<file path="src/rtl/triplet_packer.sv">
// rtl/triplet_packer.sv - packs a byte stream into padded (a, b, c) triplets for the minimum stage
// and tracks the stage's fixed latency so the consumer knows when d is valid.
module triplet_packer #(
  parameter int W     = 8,
  parameter int LAT   = 2,
  parameter int CNT_W = 16
) (
  input  logic             clk,
  input  logic             rst,
  input  logic [W-1:0]     in_data,
  input  logic             in_valid,
  input  logic             in_last,
  output logic             in_ready,
  output logic [W-1:0]     a,
  output logic [W-1:0]     b,
  output logic [W-1:0]     c,
  output logic             abc_valid,
  output logic             res_valid,
  output logic [CNT_W-1:0] trip_cnt
);

  typedef enum logic [1:0] {
    S_A = 2'd0,
    S_B = 2'd1,
    S_C = 2'd2
  } state_t;

  // All-ones can never win a minimum, so it is a neutral pad.
  localparam logic [W-1:0]     PAD     = {W{1'b1}};
  localparam logic [CNT_W-1:0] CNT_ONE = {{(CNT_W-1){1'b0}}, 1'b1};

  state_t         state;
  state_t         state_nxt;
  logic [W-1:0]   sa;
  logic [W-1:0]   sb;
  logic           accept;
  logic           emit;
  logic [W-1:0]   ea;
  logic [W-1:0]   eb;
  logic [W-1:0]   ec;
  logic [LAT-1:0] res_pipe;

  assign accept    = in_valid && in_ready;
  assign res_valid = res_pipe[LAT-1];

  always_comb begin
    state_nxt = state;
    emit      = 1'b0;
    ea        = in_data;
    eb        = PAD;
    ec        = PAD;
    if (accept) begin
      case (state)
        S_A: begin
          if (in_last) begin
            emit      = 1'b1;
            state_nxt = S_A;
          end else begin
            state_nxt = S_B;
          end
        end
        S_B: begin
          ea = sa;
          eb = in_data;
          if (in_last) begin
            emit      = 1'b1;
            state_nxt = S_A;
          end else begin
            state_nxt = S_C;
          end
        end
        S_C: begin
          ea        = sa;
          eb        = sb;
          ec        = in_data;
          emit      = 1'b1;
          state_nxt = S_A;
        end
        default: state_nxt = S_A;
      endcase
    end
  end

  always_ff @(posedge clk) begin
    if (rst) begin
      state     <= S_A;
      sa        <= '0;
      sb        <= '0;
      a         <= '0;
      b         <= '0;
      c         <= '0;
      abc_valid <= 1'b0;
      trip_cnt  <= '0;
      in_ready  <= 1'b0;
      res_pipe  <= '0;
    end else begin
      // No backpressure downstream, so ready stays up once out of reset.
      in_ready  <= 1'b1;
      state     <= state_nxt;
      abc_valid <= emit;
      if (accept && state == S_A) sa <= in_data;
      if (accept && state == S_B) sb <= in_data;
      if (emit) begin
        a        <= ea;
        b        <= eb;
        c        <= ec;
        trip_cnt <= trip_cnt + CNT_ONE;
      end
      res_pipe[0] <= abc_valid;
      for (int i = 1; i < LAT; i++) res_pipe[i] <= res_pipe[i-1];
    end
  end

endmodule

</file>
<file path="config.mk">
export PLATFORM = sky130hd
export DESIGN_NAME = triplet_packer
export DESIGN_NICKNAME = d
export VERILOG_FILES = /design/src/rtl/triplet_packer.sv
export SDC_FILE = /design/constraint.sdc
export NUM_CORES = 1
export LEC_CHECK = 0
export ABC_AREA = 1
export CAP_MARGIN = 20
export CORE_ASPECT_RATIO = 1.75
export CORE_MARGIN = 3
export CORE_UTILIZATION = 55
export DETAILED_ROUTE_END_ITERATION = 8
export PLACE_DENSITY = 0.86
export RECOVER_POWER = 25
export SETUP_SLACK_MARGIN = 0.15
export SLEW_MARGIN = 20
export SYNTH_ARGS = -nofsm -noshare
export SYNTH_HDL_FRONTEND = slang
export SYNTH_SLANG_ARGS = --single-unit
</file>
<file path="constraint.sdc">
create_clock -name clk -period 2.75 [get_ports clk]
set_input_delay 0.4125 -clock clk [delete_from_list [all_inputs] [get_ports clk]]
set_output_delay 0.4125 -clock clk [all_outputs]
set_load 0.02 [all_outputs]
</file>
* Word level (Yosys, flattened, before mapping)
Cells that the tools add are included.
Cells by class: add/subtract/negate cells 1, multiply operators 0, divide/modulo/power cells 0, order comparisons 0, equality and inequality tests 2, shift operators 0, multiplexer cells 13, bitwise operators 0, reduce and logical (&&, ||, !) cells 6
Operators with widths (count):
- 8-bit two-way mux | 5
- 16-bit by 1-bit adder with 16-bit output, second input constant | 1
- 8-bit case mux with 2 select lines | 1
- 1-bit two-way mux | 4
- 2-bit case mux with 2 select lines | 1
- 2-bit OR reduction | 2
- 1-bit logical AND | 3
- 2-bit by 1-bit equality test with 1-bit output, second input constant | 1
- 2-bit equality test, second input constant | 1
- 2-bit zero test | 1
- 2-bit two-way mux | 1
- 1-bit case mux with 2 select lines | 1
Word-level totals: register bits after elaboration 62, latch bits 0, bits in writable memories 0, memory bits (read-only) 0, input bits 12, output and inout port bits 43, word-level logic and storage cells 32, memories kept 0

* Logic depth before layout (Yosys ltp)
depth in word-level cells 4, mapped depth 9, gate-level depth less buffers 8

* Worst setup path after synthesis
Ideal clock, no wire load.
kind reg-to-reg, start point register trip_cnt[1], end point register trip_cnt[10], setup time 0.118 ns, arrival time 1.333 ns, data required time 2.632 ns, slack 1.299 ns, cell stages (with the launch flop) 9, path buffers 0, period minus slack after synthesis 1.451 ns, path through dfxtp_1 ha_1 inv_1 nor2_2 nand2_1 nor2_4 nand3_1 nand2_1 nor2_1
Between the ends: longest elaborated chain between the ends 1
RTL lines:
- from (decl) | RTL line 19 | output logic [CNT_W-1:0] trip_cnt
- from (signal assigned) | RTL line 107 | trip_cnt <= trip_cnt + CNT_ONE;
- 16-bit by 1-bit adder with 16-bit output | RTL line 107
No other way between the ends. A chain may end at the register's enable or synchronous reset.

==> metrics.csv <==
stage,metric,value,unit
clock_network,Sink Count,62,
sta,Setup TNS Final,0,ps
yosys,xor and xnor fraction of the mapped netlist area,0,
worst_setup_path,Critical path origin,rst,
clock_network,worst-skew pair later-pin latency,330,ps
yosys,ys async rst share,0,
worst_setup_path,"Max FO, Critical Path",30,
worst_setup_path,Startpoint Class,input port,
outcome,status,"complete, no violations",
placement,hpwl dp,4427,microns
sta,Slew HR,0.5239,
drt,DRC Markers,0,
worst_setup_path,R2R cell count,6,
cells_and_area,share of layout cells above drive strength 1,0.07194,
grt,initial antenna violation count,0,
power_and_ir_drop,Power per Cell Area,559.1,nW/um^2
sta,Setup Skew,8.650,ps
clock_network,Post-CTS Hold Fix Bufs,0,
yosys,Compound-Gate Fraction of Synth Area,0.1696,
yosys,Synth cell types,24,
floorplan,row count,33,
drt,ANT nets after route,0,
power_and_ir_drop,Pleak,1.240,nW
sta,fin crit share,0.7778,
worst_setup_path,Worst Setup EP,trip_cnt[0],
floorplan,Initial Util,0.5704,
worst_setup_path,Setup crit end kind,flop,
worst_setup_path,WS Path Type,input port to flop,
cells_and_area,antenna cells,0,
yosys,Post-synth EDFFs,0,
grt,first-pass GRT wire length,10960,microns
placement,placed cells,454,
clock_network,CTS HTree Levels,3,
worst_hold_path,HP Class,flop to flop,
drt,DRC marker count from the first detailed-route iteration,152,
clock_network,setup bufs post-CTS,0,
worst_setup_path,arrival time worst endpoint,2410,ps
floorplan,Die ar.,5789,sq um
sta,minimum clock period after layout,2139,ps
yosys,ranking of synthesized cells by area,"dfxtp_1 46%, o21ai_0 9.3%, nor2_1 7.7%, nand2_1 7.5%, a21oi_1 6.7%",
worst_setup_path,reg-to-reg endpoint,a[7],
yosys,"area leader, netlist",dfxtp_1,
yosys,syn nets,379,
yosys,synth cell count leaders,"62 x dfxtp_1, 55 x nor2_1, 54 x nand2_1",
cells_and_area,non-filler cells in the finished layout,469,
cells_and_area,Area Overhead vs Synth,26.70,%
grt,grt total ovfl,0,
yosys,Adder-Cell Fraction of Synth Area,0.01864,
sta,f_max,0.4675,GHz
yosys,area share of the largest cell type after synthesis,0.4623,
worst_hold_path,Hold Startpoint,res_pipe[0],
floorplan,Die Y,98.43,microns
yosys,"count leader, synth",dfxtp_1,
clock_network,TritonCTS Buffers,9,
worst_setup_path,worst r2r src,in_ready,
placement,gpl congestion,0.8963,
drt,WL/cell,13.86,microns
clock_network,CTS resizes,0,
yosys,Seq cells post-synth,62,
flow_run,# Max-Cap Violations,0,
clock_network,Bufs on Longest Clock Path,2,
floorplan,IO Count,55,
yosys,Post-Syn Instances,363,
yosys,"Primary FF master, synth",dfxtp_1,
yosys,sequential-to-total area share from yosys stat,0.4623,
yosys,post-synthesis mux area share,0,
yosys,combinational family with the most area after synthesis,simple AND/OR/NAND/NOR gates,
cells_and_area,Final Core Density,0.7228,
cells_and_area,final net count,429,
worst_setup_path,Worst EP required,3020,ps
yosys,Yosys warning total,0,
drt,Pre-antenna DRT Iters,5,
sta,RSZ-0062 raised after global routing,no,
grt,vias in the first global route,2478,
sta,setup violators final,0,
drt,Routed Wire Length,6502,microns
drt,via count,2598,
clock_network,Clock transition at path regs,70,ps
power_and_ir_drop,maximum vdd drop,0.0005036,V
floorplan,total core area,4707,sq um
grt,pin count of the biggest net entering global routing,42,
grt,GRT Util Overall,0.2448,
yosys,Synth Area in Simple Gates,0.2670,
clock_network,CTS tree,built,
drt,average vias per placed instance,5.539,
yosys,Syn Std Cell Area,2685,sq um
worst_setup_path,flop2flop setup slack,790,ps
yosys,Avg Inst Size Synth,7.397,sq um
floorplan,Die Wd,58.82,microns
placement,Port Buf Inserts,54,
sta,Final Hold Fails,0,
sta,Final Max Slew Viols,0,
sta,worst slew pin tran,713.4,ps
clock_network,root buffer cell,clkbuf_8,
metrics by stage:
stage	hold WS, ps	power (W)	worst slack, ps	area [sq um]
finish	426.5	0.001902	611.1	3402
global route	432.9	0.001974	424.3	3402
CTS	423.3	0.001916	878.4	3412
detailed placement	418.3	0.001153	736.1	3223
global placement	402.4	0.001147	790.5	3223
floorplan	388.3	0.001071	1299	2685
cell families (layout without fill, tap and decap cells):
logic type	count (synthesis)	in the layout
compound gates	91	91
fa+ha+maj	4	4
buf+inv	49	103
flops	62	62
simple gates	157	157
power breakdown:
part	total, W	switching (W)	internal [W]
logic	0.000187	0.000111	0.0000764
clock network	0.000769	0.000334	0.000435
registers	0.000946	0.0000153	0.000931
total	0.00190	0.000460	0.00144
worst max-delay path, stage by stage:
cell           delay [ps]
dlygate4sd3_1         700
inv_1                 600
clkbuf_1              440
o21ai_1               120
a21oi_1               120
per-layer routing:
metal	track usage	share of wire
met2	0.4208	0.53
met3	0.05242	0.056
met4	0.1431	0.029
met1	0.2648	0.38
met5	0	0
cell usage in the layout (no fill, tap or decap), types with 3 or more instances in the layout:
master and n:
nor3_1 16, dfxtp_1 62, clkdlybuf4s50_1 52, inv_1 29, nand2_1 56, nor2_1 55, o21ai_0 52, clkbuf_8 10
ha_1 4, nor2_4 5, nand3_1 14, a21oi_1 36, o21ai_1 3
sequential cells by signal, indices dropped and copies added (netlist names):
name / count
trip_cnt: 16
c: 8
abc_valid: 1
b: 8
state: 2
in_ready: 1
res_pipe: 2
a: 8
sb: 8
sa: 8
worst min path at each step:
stage / to / slack [ps] / depth (start not counted)
final: res_pipe[1] / 430 / 2
after global placement: res_pipe[1] / 400 / 2
after CTS: res_pipe[1] / 420 / 2
after floorplan: res_pipe[1] / 390 / 2
after global routing: res_pipe[1] / 430 / 2
after detailed placement: res_pipe[1] / 420 / 2
final cells by class:
type                            instances  area [sq um]
Tap cell                               52         65.06
Timing Repair Buffer                   57         571.8
Clock inverter                          4         47.55
Sequential cell                        62          1241
Clock buffer                           11         141.4
Multi-Input combinational cell        252          1217
Inverter                               31         117.6
Fill cell                             388          1305
Note: power is estimated with default switching activity, not from simulation.
